## config.mk

```make
export PLATFORM = sky130hd
export DESIGN_NAME = axi_lite_uart_regs
export DESIGN_NICKNAME = d
export VERILOG_FILES = /design/src/rtl/axi_lite_uart_regs.sv
export SDC_FILE = /design/constraint.sdc
export NUM_CORES = 1
export LEC_CHECK = 0
export BUFFER_PORTS_ARGS = -buffer_cell sky130_fd_sc_hd__buf_4
export CORE_ASPECT_RATIO = 0.5
export CORE_MARGIN = 3
export CORE_UTILIZATION = 35
export CTS_BUF_LIST = sky130_fd_sc_hd__clkbuf_8
export DETAILED_ROUTE_END_ITERATION = 16
export PLACE_DENSITY = 0.66
export SYNTH_ARGS = -nofsm -noshare
export SYNTH_HDL_FRONTEND = slang
export SYNTH_SLANG_ARGS = --single-unit
```

## constraint.sdc

```tcl
create_clock -name s_axi_aclk -period 2.12 [get_ports s_axi_aclk]
set_input_delay 0.636 -clock s_axi_aclk [delete_from_list [all_inputs] [get_ports s_axi_aclk]]
set_output_delay 0.636 -clock s_axi_aclk [all_outputs]
set_load 0.05 [all_outputs]
```

## src/rtl/axi_lite_uart_regs.sv

```systemverilog
// AXI4-Lite register front end for the UART: RX/TX byte FIFOs, status,
// control and a single-cycle interrupt pulse.
module axi_lite_uart_regs #(
    parameter int FIFO_DEPTH = 16,
    parameter int DATA_BITS  = 8
) (
    input  logic                 s_axi_aclk,
    input  logic                 s_axi_aresetn,
    input  logic [3:0]           s_axi_awaddr,
    input  logic                 s_axi_awvalid,
    output logic                 s_axi_awready,
    input  logic [31:0]          s_axi_wdata,
    input  logic [3:0]           s_axi_wstrb,
    input  logic                 s_axi_wvalid,
    output logic                 s_axi_wready,
    output logic [1:0]           s_axi_bresp,
    output logic                 s_axi_bvalid,
    input  logic                 s_axi_bready,
    input  logic [3:0]           s_axi_araddr,
    input  logic                 s_axi_arvalid,
    output logic                 s_axi_arready,
    output logic [31:0]          s_axi_rdata,
    output logic [1:0]           s_axi_rresp,
    output logic                 s_axi_rvalid,
    input  logic                 s_axi_rready,
    input  logic [DATA_BITS-1:0] rx_data,
    input  logic                 rx_strobe,
    input  logic                 rx_frame_err,
    input  logic                 rx_parity_err,
    output logic [DATA_BITS-1:0] tx_data,
    output logic                 tx_valid,
    input  logic                 tx_ready,
    output logic                 interrupt
);

    localparam int AW = $clog2(FIFO_DEPTH);
    localparam logic [AW:0] PTR_ONE = 1;

    typedef enum logic [1:0] {W_IDLE, W_ACK, W_RESP} w_state_t;
    typedef enum logic [1:0] {R_IDLE, R_ACK, R_DATA} r_state_t;

    w_state_t w_state_reg, w_state_next;
    r_state_t r_state_reg, r_state_next;

    logic [DATA_BITS-1:0] rx_mem [FIFO_DEPTH];
    logic [DATA_BITS-1:0] tx_mem [FIFO_DEPTH];
    logic [AW:0] rx_wr_ptr_reg, rx_rd_ptr_reg, tx_wr_ptr_reg, tx_rd_ptr_reg;

    logic        intr_en_reg, interrupt_reg, rx_empty_d_reg, tx_empty_d_reg;
    logic [2:0]  err_reg;           // [0] overrun, [1] frame, [2] parity
    logic [2:0]  err_set;
    logic [31:0] rdata_reg, rdata_next;
    logic [7:0]  stat_val;

    logic rx_empty, rx_full, tx_empty, tx_full;
    logic w_fire, r_fire, wr_en0, tx_wr, ctrl_wr, flush_tx, flush_rx;
    logic rx_push, rx_pop, tx_push, tx_pop, stat_rd;
    logic unused_ok;

    assign unused_ok = ^{s_axi_awaddr[1:0], s_axi_araddr[1:0], s_axi_wstrb[3:1], s_axi_wdata};

    // Write channel state register
    always_ff @(posedge s_axi_aclk or negedge s_axi_aresetn) begin
        if (!s_axi_aresetn) w_state_reg <= W_IDLE;
        else                w_state_reg <= w_state_next;
    end

    // Write channel next state: address and data must both be present to accept
    always_comb begin
        w_state_next = w_state_reg;
        case (w_state_reg)
            W_IDLE:  if (s_axi_awvalid && s_axi_wvalid) w_state_next = W_ACK;
            W_ACK:   w_state_next = W_RESP;
            W_RESP:  if (s_axi_bready) w_state_next = W_IDLE;
            default: w_state_next = W_IDLE;
        endcase
    end

    // Write channel outputs decoded from state
    always_comb begin
        s_axi_awready = (w_state_reg == W_ACK);
        s_axi_wready  = (w_state_reg == W_ACK);
        s_axi_bvalid  = (w_state_reg == W_RESP);
    end

    // Read channel state register
    always_ff @(posedge s_axi_aclk or negedge s_axi_aresetn) begin
        if (!s_axi_aresetn) r_state_reg <= R_IDLE;
        else                r_state_reg <= r_state_next;
    end

    // Read channel next state
    always_comb begin
        r_state_next = r_state_reg;
        case (r_state_reg)
            R_IDLE:  if (s_axi_arvalid) r_state_next = R_ACK;
            R_ACK:   r_state_next = R_DATA;
            R_DATA:  if (s_axi_rready) r_state_next = R_IDLE;
            default: r_state_next = R_IDLE;
        endcase
    end

    // Read channel outputs decoded from state
    always_comb begin
        s_axi_arready = (r_state_reg == R_ACK);
        s_axi_rvalid  = (r_state_reg == R_DATA);
    end

    assign s_axi_bresp = 2'b00;
    assign s_axi_rresp = 2'b00;
    assign s_axi_rdata = rdata_reg;

    // Register side effects happen on the edge that ends the ACK cycle
    assign w_fire   = (w_state_reg == W_ACK);
    assign r_fire   = (r_state_reg == R_ACK);
    assign wr_en0   = w_fire && s_axi_wstrb[0];
    assign tx_wr    = wr_en0 && (s_axi_awaddr[3:2] == 2'd1);
    assign ctrl_wr  = wr_en0 && (s_axi_awaddr[3:2] == 2'd3);
    assign flush_tx = ctrl_wr && s_axi_wdata[0];
    assign flush_rx = ctrl_wr && s_axi_wdata[1];

    assign rx_empty = (rx_wr_ptr_reg == rx_rd_ptr_reg);
    assign rx_full  = (rx_wr_ptr_reg[AW] != rx_rd_ptr_reg[AW]) &&
                      (rx_wr_ptr_reg[AW-1:0] == rx_rd_ptr_reg[AW-1:0]);
    assign tx_empty = (tx_wr_ptr_reg == tx_rd_ptr_reg);
    assign tx_full  = (tx_wr_ptr_reg[AW] != tx_rd_ptr_reg[AW]) &&
                      (tx_wr_ptr_reg[AW-1:0] == tx_rd_ptr_reg[AW-1:0]);

    assign rx_pop  = r_fire && (s_axi_araddr[3:2] == 2'd0) && !rx_empty;
    assign stat_rd = r_fire && (s_axi_araddr[3:2] == 2'd2);
    assign rx_push = rx_strobe && (!rx_full || rx_pop);
    assign tx_pop  = !tx_empty && tx_ready;
    assign tx_push = tx_wr && (!tx_full || tx_pop);

    assign tx_valid = !tx_empty;
    assign tx_data  = tx_mem[tx_rd_ptr_reg[AW-1:0]];

    assign stat_val = {err_reg[2], err_reg[1], err_reg[0], intr_en_reg,
                       tx_full, tx_empty, rx_full, !rx_empty};

    // FIFO storage writes; contents need no reset since pointers define validity
    always_ff @(posedge s_axi_aclk) begin
        if (rx_push) rx_mem[rx_wr_ptr_reg[AW-1:0]] <= rx_data;
        if (tx_push) tx_mem[tx_wr_ptr_reg[AW-1:0]] <= s_axi_wdata[DATA_BITS-1:0];
    end

    // FIFO pointers; a flush overrides any same-cycle push or pop
    always_ff @(posedge s_axi_aclk or negedge s_axi_aresetn) begin
        if (!s_axi_aresetn) begin
            rx_wr_ptr_reg <= '0;
            rx_rd_ptr_reg <= '0;
            tx_wr_ptr_reg <= '0;
            tx_rd_ptr_reg <= '0;
        end else begin
            if (flush_rx) begin
                rx_wr_ptr_reg <= '0;
                rx_rd_ptr_reg <= '0;
            end else begin
                if (rx_push) rx_wr_ptr_reg <= rx_wr_ptr_reg + PTR_ONE;
                if (rx_pop)  rx_rd_ptr_reg <= rx_rd_ptr_reg + PTR_ONE;
            end
            if (flush_tx) begin
                tx_wr_ptr_reg <= '0;
                tx_rd_ptr_reg <= '0;
            end else begin
                if (tx_push) tx_wr_ptr_reg <= tx_wr_ptr_reg + PTR_ONE;
                if (tx_pop)  tx_rd_ptr_reg <= tx_rd_ptr_reg + PTR_ONE;
            end
        end
    end

    // Read data selection; empty RX or write-only registers return zero
    always_comb begin
        rdata_next = '0;
        case (s_axi_araddr[3:2])
            2'd0:    if (!rx_empty) rdata_next[DATA_BITS-1:0] = rx_mem[rx_rd_ptr_reg[AW-1:0]];
            2'd2:    rdata_next[7:0] = stat_val;
            default: rdata_next = '0;
        endcase
    end

    // Read data register, held stable through the data phase
    always_ff @(posedge s_axi_aclk or negedge s_axi_aresetn) begin
        if (!s_axi_aresetn) rdata_reg <= '0;
        else if (r_fire)    rdata_reg <= rdata_next;
    end

    assign err_set[0] = rx_strobe && rx_full && !rx_pop;
    assign err_set[1] = rx_strobe && rx_frame_err;
    assign err_set[2] = rx_strobe && rx_parity_err;

    // Sticky error flags: a new event in the clearing cycle is kept
    generate
        for (genvar gi = 0; gi < 3; gi++) begin : g_err
            always_ff @(posedge s_axi_aclk or negedge s_axi_aresetn) begin
                if (!s_axi_aresetn)   err_reg[gi] <= 1'b0;
                else if (err_set[gi]) err_reg[gi] <= 1'b1;
                else if (stat_rd)     err_reg[gi] <= 1'b0;
            end
        end
    endgenerate

    // Control enable and interrupt edge detection on FIFO emptiness
    always_ff @(posedge s_axi_aclk or negedge s_axi_aresetn) begin
        if (!s_axi_aresetn) begin
            intr_en_reg    <= 1'b0;
            interrupt_reg  <= 1'b0;
            rx_empty_d_reg <= 1'b1;
            tx_empty_d_reg <= 1'b1;
        end else begin
            if (ctrl_wr) intr_en_reg <= s_axi_wdata[4];
            rx_empty_d_reg <= rx_empty;
            tx_empty_d_reg <= tx_empty;
            interrupt_reg  <= intr_en_reg &&
                              ((rx_empty_d_reg && !rx_empty) || (!tx_empty_d_reg && tx_empty));
        end
    end

    assign interrupt = interrupt_reg;

endmodule

```

==> results.cfg, run 1 <==
[status]
run_status = finished with violations
failed_checks = negative setup slack

[timing]
setup_viol = 102
grt_setup_unrepaired = yes
clock.fmax_mhz = 335
max_slew_margin_pct = 56.3
final-max-slew-violation-count = 0
hold_violations = 0
min_period_ns = 2.98
min_period_over_period_pct = 141
finalSetupTns_ns = -15.02
holdWs_ns = 0.0593
worst-slew-pin-transition_ns = 0.651
fin_ws_ns = -0.862
fin_worst_skew_ns = 0.0262

[clock_tree]
clk_pin_slew_ns = 0.06
cts_hold_buf = 0
clockBufferDepth = 3
root_buffer = clkbuf_8
cts_tree = built
htreeDepth = 2
numCtsBuffers = 43
clock_latency_ns = 0.55
clock_sinks = 295

[placement]
pre_cts_ws_ns = -0.382
io_buffers = 54
place_congestion = 0.762
dpl.hpwl_mm = 16.3
post-place-cells = 1222
dpl_cell_area_um2 = 13900

[worst_setup_path]
cp_cell_sequence = buf_12, buf_4, mux4_2, nor2b_4, a211oi_4, a21oi_4, buf_6
crit_slowest_cell = mux4_2
cp_max_fo = 6
r2r_start = tx_rd_ptr_reg[0]
worstPathArrival_ns = 2.35
crit_family = multiplexers
start_kind = flop
critPathKind = reg -> out
worstPathRequired_ns = 1.48
r2r_end = tx_mem[4][1]
max_stage_delay_ns = 0.49
end_kind = output port
r2r_cells = 9
cp.buffers_inverters = 3
reg2reg_slack_ns = -0.13

[yosys]
ys_types = 57
yosys-top-cells-count = edfxtp_1 (256), mux4_2 (51), dfrtp_1 (37)
synthFlopType = edfxtp_1
yosys_warnings = 0
synth_seq_cells = 295
yosys.area.top_type = edfxtp_1
synth.top_cell.area_share_pct = 62.3
syn_area_um2 = 12300
synth_area_per_cell_um2 = 18.2
synth_area_leaders = edfxtp_1 (62%), mux4_2 (9.3%), dfrtp_1 (7.5%), mux4_1 (2.6%), buf_4 (2.0%)
yosysMostFrequentCell = edfxtp_1
synthArstFlopShare_pct = 13.2
seq_area_frac_synth_pct = 70.3
synth_edf_count = 256
netlist_instances = 676

[global_routing]
grt_pass1_vias = 6977
grt_overflow = 0
grt_pass1_wl_mm = 39.8
grt_max_degree = 40
grt_usage_pct = 13.6
grt_antenna_before_repair = 0

[die]
die-height_um = 139
io_pins = 114
start_util_pct = 36.4
fp.dieArea_um2 = 37700
fp-row-count = 47
dieWidth_um = 271
coreArea_um2 = 33900

[drt]
postRouteAntennaNets = 0
wl_per_cell_um = 19.6
wirelength_mm = 25.8
drt_iter0_markers = 494
drc = 0
routed-via-count = 6485
drt_pass1_iterations = 5
avgViaCountPerCell = 4.93

[layout]
final-instance-count-excl-fill = 1316
fin_util_pct = 44.9
stdcell_area_um2 = 15200
syn_to_final_growth_pct = 23.3
diodes = 0
layout-drive-gt1-share_pct = 37.5
nets = 893

[power]
p_clk_share_pct = 21.8
power.leakage_nw = 5.37
intPower_mw = 12.4
p_seq_share_pct = 37.8
power_density_nw_per_um2 = 1250
netSwitchingFraction_pct = 34.4
ir_worst_vdd_mv = 0.868
combPwrFrac_pct = 40.4
p_total_mw = 18.9
p_sw_mw = 6.50

[min_path]
hp-class = in -> async

[job]
drv_cap = 0
## per-layer routing
layer | global-route usage, % | share of wire [%]
met2 | 22.5 | 50
met4 | 3.69 | 1.7
met5 | 0 | 0
met1 | 17.9 | 43
met3 | 3.47 | 4.8
## kinds of logic (layout without fill, tap and decap cells)
kind of cell	count (synthesis)	in the layout	share of synthesized area, %
xor+xnor	22	22	1.62
compound gates	81	82	4.79
other cells	1	28	0.0304
buf+inv	78	225	4.09
simple gates	114	114	5.31
flops	295	295	70.3
fa+ha+maj	10	10	1.01
mux	75	75	12.9
## power groups by stage
| stage | logic, mW | clock network [mW] | registers (mW) |
|---|---|---|---|
| floorplan | 4.71 | 0 | 7.36 |
| global placement | 6.76 | 0 | 7.24 |
| detailed placement | 6.85 | 0 | 7.26 |
| CTS | 7.22 | 4.28 | 7.15 |
| global route | 8.09 | 4.56 | 7.20 |
| finish | 7.65 | 4.14 | 7.15 |
## cell usage in the layout (no fill, tap or decap), drive strengths merged, types with 4 or more instances in the layout
cell	count
dfrtp	37
mux2i	10
nor2	23
and2	11
or3	5
nor3b	4
and3	18
nand2	10
clkbuf	47
a211oi	8
buf	136
a221o	5
xnor2	11
o31ai	5
nor2b	18
nand3	9
a21oi	23
o21ai	14
ha	10
mux4	63
a22oi	15
nor3	5
edfxtp	256
conb	28
xor2	11
inv	33
clkinv	7
## what timing repair did
| item | 4_1_cts | 5_1_grt |
|---|---|---|
| buffers inserted | 16 | 11 |
| gates cloned | 1 | 0 |
| pin swaps | 15 | 17 |
| setup endpoints to repair | 141 | 166 |
| gates resized for setup | 58 | 39 |
## area by class of cell
type                            count  area, um2
Clock buffer                       47        647
Clock inverter                     29        123
Fill cell                        2899      18700
Inverter                           13       48.8
Multi-Input combinational cell    331       3740
Sequential cell                   295       8670
Tap cell                          465        582
Timing Repair Buffer              136       1400
## how the worst max path moves through the flow
stage	from	end	slack, ns	depth (start not counted)
floorplan	tx_rd_ptr_reg[0]	tx_data[0]	-0.16	6
global placement	tx_rd_ptr_reg[0]	tx_data[4]	-0.38	5
detailed placement	tx_rd_ptr_reg[0]	tx_data[5]	-0.38	5
CTS	tx_rd_ptr_reg[0]	tx_data[4]	-0.92	5
global route	tx_rd_ptr_reg[0]	tx_data[4]	-0.96	5
finish	tx_rd_ptr_reg[0]	tx_data[7]	-0.86	7
Power figures use the tool's default switching activity.
==> run 2, diff against run 1 <==
PLACE_DENSITY = 0.64   (was 0.66)
clock period = 3.8 ns   (was 2.12 ns; I/O delays follow)
==> run 2 against run 1 <==
  * The flow now finishes without violations
  * Non-clock buffer count shrank 64
  * Register-to-register slack better by 1.3 ns
  * Global-route usage decreased by 0.66 points
  * Via count shrank 6.0%
  * Sequential power is 43% lower
  * Cell count down 5.2%
  * Critical path depth shrank 2
  * Flip-flop and latch count stayed put
  * Critical path type unchanged
  * Largest power group is now sequential cells
==> results.cfg, run 2 (same netlist as run 1, synthesis figures left out) <==
[status]
run_status = finished clean

[timing]
fin_worst_skew_ns = 0.0173
final-max-slew-violation-count = 0
setup_viol = 0
clock.fmax_mhz = 277
hold_violations = 0
worst-slew-pin-transition_ns = 0.782
max_slew_margin_pct = 47.8
finalSetupTns_ns = 0
grt_setup_unrepaired = no
min_period_over_period_pct = 95.1
min_period_ns = 3.61

[worst_setup_path]
cp_max_fo = 20
r2r_start = rx_wr_ptr_reg[3]
crit_slowest_cell = dfrtp_4
r2r_cells = 5
worstPathRequired_ns = 2.66
critPathKind = reg -> out
reg2reg_slack_ns = 1.19
cp_cell_sequence = buf_12, mux4_2, mux2i_1, a21oi_1, buf_4
max_stage_delay_ns = 0.57
start_kind = flop
worstPathArrival_ns = 2.47
end_kind = output port
r2r_end = rx_mem[7][4]

[clock_tree]
cts_tree = built
postCtsResizedCells = 0
clock_latency_ns = 0.55
clockBufferDepth = 3
post_cts_buffers = 0
numCtsBuffers = 42
cts_hold_buf = 0
clock_sinks = 295
htreeDepth = 2
clk_pin_slew_ns = 0.07
root_buffer = clkbuf_8

[layout]
final-instance-count-excl-fill = 1248
diodes = 0
layout-drive-gt1-share_pct = 24.4
syn_to_final_growth_pct = 13.3
mostFrequentLayoutCells = edfxtp_1 (256), buf_4 (68), mux4_2 (51)
final_common_cell = edfxtp_1
nets = 827
fin_util_pct = 41.2

[min_path]
hp-start = r_state_reg[1]
hp-class = reg -> reg
hold-path-endpoint = r_state_reg[0]
hold_path_depth = 1

[drt]
postRouteAntennaNets = 0
routed-via-count = 6096
wirelength_mm = 24.0
drt_pass1_iterations = 5
drt_iter0_markers = 478
wl_per_cell_um = 19.2
drc = 0
avgViaCountPerCell = 4.88

[placement]
place_congestion = 0.728
post-place-cells = 1175
io_buffers = 54
dpl.hpwl_mm = 14.8

[power]
p_seq_share_pct = 42.5
power.leakage_nw = 4.91
netSwitchingFraction_pct = 33.2
p_clk_share_pct = 25.8
p_sw_mw = 3.17
ir_worst_vdd_mv = 0.528
power_density_nw_per_um2 = 683
intPower_mw = 6.37
combPwrFrac_pct = 31.7

[global_routing]
grt_max_degree = 40
grt_usage_pct = 12.9
grt_util_met2_pct = 21.4
grt_overflow = 0
met3_usage_pct = 2.90
grt.busiest_layer = met2
grt_pass1_vias = 6462
grt_pass1_wl_mm = 37.7
grt_use_met1_pct = 17.5
grt_antenna_before_repair = 0

[die]
fp-row-count = 47
dieWidth_um = 271
io_pins = 114
coreArea_um2 = 33900
start_util_pct = 36.4
fp.dieArea_um2 = 37700
die-height_um = 139

[job]
drv_cap = 0
==> run 2: final cells by class <==
cell class	instances	area (um2)
Clock buffer	45	619
Fill cell	3046	19900
Inverter	13	48.8
Multi-Input combinational cell	330	3260
Tap cell	465	582
Sequential cell	295	8670
Clock inverter	28	193
Timing Repair Buffer	72	591
==> run 2: stage by stage <==
step / total power [mW] / hold slack, ns / instance area [um2] / worst slack (ns)
2_1_floorplan: 6.42 / 0.422 / 12400 / 0.573
6_report: 9.54 / 0.457 / 14000 / 0.187
3_3_place_gp: 7.15 / 0.432 / 13200 / 0.638
4_1_cts: 9.66 / 0.461 / 14000 / 0.0292
5_1_grt: 10.1 / 0.471 / 14000 / 0.0366
3_5_place_dp: 7.20 / 0.454 / 13200 / 0.621
==> run 2: worst max-delay path by stage <==
| stage | startpoint | end | slack, ns |
|---|---|---|---|
| after global routing | tx_rd_ptr_reg[0] | tx_data[4] | 0.04 |
| after detailed placement | tx_rd_ptr_reg[0] | tx_data[4] | 0.62 |
| after global placement | tx_rd_ptr_reg[0] | tx_data[1] | 0.64 |
| after floorplan | tx_rd_ptr_reg[0] | tx_data[0] | 0.57 |
| after CTS | tx_rd_ptr_reg[0] | tx_data[4] | 0.03 |
| final | tx_rd_ptr_reg[0] | tx_data[4] | 0.19 |
==> run 2: metal layers <==
layer	vias up	part of all wire [%]
met2	100	50
met1	3173	45
met5	-	0
met3	31	4.0
met4	0	1.2
li1	2792	-
==> run 2: power by group through the flow <==
| stage | logic [mW] | registers [mW] | clock network [mW] |
|---|---|---|---|
| after detailed placement | 3.07 | 4.12 | 0 |
| after global routing | 3.27 | 4.10 | 2.71 |
| after global placement | 3.04 | 4.10 | 0 |
| final | 3.02 | 4.05 | 2.46 |
| after floorplan | 2.31 | 4.11 | 0 |
| after CTS | 3.08 | 4.06 | 2.52 |
==> run 2: critical path: cells and delay by family, from the launching register on <==
kind / cells / cell delay [ns]
flops: 1 / 0.57
buf+inv: 2 / 0.46
mux: 2 / 0.74
compound gates: 1 / 0.15
==> run 3, diff against run 2 <==
--- a/config.mk
+++ b/config.mk
@@ -12,5 +12,5 @@
 export CTS_BUF_LIST = sky130_fd_sc_hd__clkbuf_8
 export DETAILED_ROUTE_END_ITERATION = 16
-export PLACE_DENSITY = 0.64
+export PLACE_DENSITY = 0.66
 export SYNTH_ARGS = -nofsm -noshare
 export SYNTH_HDL_FRONTEND = slang
==> constraint.sdc (replaced) <==
create_clock -name s_axi_aclk -period 3.1 [get_ports s_axi_aclk]
set_input_delay 0 -clock s_axi_aclk [delete_from_list [all_inputs] [get_ports s_axi_aclk]]
set_output_delay 0 -clock s_axi_aclk [all_outputs]
set_load 0.05 [all_outputs]
==> run 3 against run 2 <==
  * Utilization grew 0.87 points
  * Count of clock-buffer cells in the layout grew 3
  * Wire length grew 0.98%
  * Combinational power grew 22%
  * Die area is the same
  * Critical path depth grew 1
  * Register-to-register slack lost 0.63 ns
  * Via count grew 3.0%
==> results.cfg, run 3 (same netlist as run 1, synthesis figures left out) <==
[status]
run_status = finished clean

[timing]
finalSetupTns_ns = 0
hold_violations = 0
worst-slew-pin-transition_ns = 0.970
fin_worst_skew_ns = 0.0323
max_slew_margin_pct = 35.2
grt_setup_unrepaired = no
final-max-slew-violation-count = 0
clock.fmax_mhz = 368
min_period_ns = 2.72
setup_viol = 0
min_period_over_period_pct = 87.8

[global_routing]
grt_pass1_wl_mm = 38.5
grt_overflow = 0
grt_antenna_before_repair = 0
grt_usage_pct = 13.1
grt_pass1_vias = 6635
grt_max_degree = 38

[layout]
layout-drive-gt1-share_pct = 23.3
syn_to_final_growth_pct = 15.6
fin_util_pct = 42.1
register_area_um2 = 8670
mostFrequentLayoutCells = edfxtp_1 (256), buf_4 (71), mux4_2 (51)
diodes = 0
fillerInstances = 3016
multi_input_area_um2 = 3260
final_common_cell = edfxtp_1
nets = 862

[power]
power.leakage_nw = 5.05
power_density_nw_per_um2 = 815
ir_worst_vdd_mv = 0.781
p_total_mw = 11.6

[worst_setup_path]
worstPathRequired_ns = 3.10
r2r_cells = 5
start_kind = flop
end_kind = output port
r2r_end = s_axi_rdata[4]
crit_path_end = tx_data[3]
critPathKind = reg -> out
r2r_start = rx_rd_ptr_reg[0]
reg2reg_slack_ns = 0.56
cp_max_fo = 11
critical_path.startpoint = tx_rd_ptr_reg[0]
worstPathArrival_ns = 2.72

[placement]
place_congestion = 0.756
io_buffers = 54
dpl.hpwl_mm = 15.1

[drt]
avgViaCountPerCell = 4.88
wirelength_mm = 24.3
routed-via-count = 6281
wl_per_cell_um = 18.9
postRouteAntennaNets = 0
drc = 0
drt_iter0_markers = 649
drt_pass1_iterations = 5

[clock_tree]
postCtsResizedCells = 0
post_cts_buffers = 0
root_buffer = clkbuf_8
cts_hold_buf = 35
clock_sinks = 295
clockBufferDepth = 3
clk_pin_slew_ns = 0.06
htreeDepth = 2
clock_latency_ns = 0.56
cts_tree = built
numCtsBuffers = 43

[die]
fp-row-count = 47
die-height_um = 139
start_util_pct = 36.4
io_pins = 114
dieWidth_um = 271
fp.dieArea_um2 = 37700
coreArea_um2 = 33900

[min_path]
hp-class = in -> reg

[job]
drv_cap = 0
==> run 3: cell type report <==
| cell class | count | share of cell area, % |
|---|---|---|
| flip-flops and latches | 295 | 60.8 |
| multi-input cells | 330 | 22.9 |
| repair buffers | 106 | 6.26 |
| clock buffers | 48 | 4.63 |
| well taps | 465 | 4.08 |
| clock inverters | 29 | 1.02 |
| inverters | 13 | 0.342 |
==> run 3: through the flow <==
step / instances / setup slack [ns] / hold slack (ns) / area, um2
floorplan: 703 / 0.778 / -0.296 / 12400
global placement: 1174 / 0.564 / 0.00261 / 13100
detailed placement: 1174 / 0.528 / 0.00957 / 13100
CTS: 1286 / 0.305 / 0.142 / 14300
global route: 1286 / 0.157 / 0.159 / 14300
finish: 1286 / 0.379 / 0.159 / 14300
==> run 3: where the power goes <==
group	internal, mW	switching (mW)	total [mW]
Sequential	4.67	0.334	5.00
Clock	1.50	1.43	2.93
Combinational	1.54	2.15	3.69
Total	7.71	3.92	11.6
==> run 3: worst min path at each step <==
stage	from	endpoint	slack, ns	cells after the start
floorplan	s_axi_aresetn	err_reg[0]	-0.30	0
global placement	s_axi_aresetn	w_state_reg[1]	0.003	1
detailed placement	s_axi_aresetn	w_state_reg[1]	0.01	1
CTS	s_axi_wstrb[0]	intr_en_reg	0.14	4
global route	s_axi_wstrb[0]	intr_en_reg	0.16	4
finish	s_axi_wstrb[0]	intr_en_reg	0.16	4
==> run 3: routing by layer <==
layer | share of wire, % | wire, um | vias up | GRT usage (%)
met2 | 50 | 12100 | 133 | 21.7
met3 | 4.8 | 1170 | 38 | 2.94
li1 | - | - | 2853 | -
met1 | 44 | 10700 | 3257 | 17.8
met4 | 1.4 | 340 | 0 | 2.56
met5 | 0 | 0 | - | 0
==> run 3: critical path: stages (launching register included) <==
cell	delay, ns
dfrtp_2	0.60
buf_4	0.31
mux4_2	0.52
nor2b_1	0.14
a211oi_1	0.25
a21oi_1	0.12
buf_4	0.22
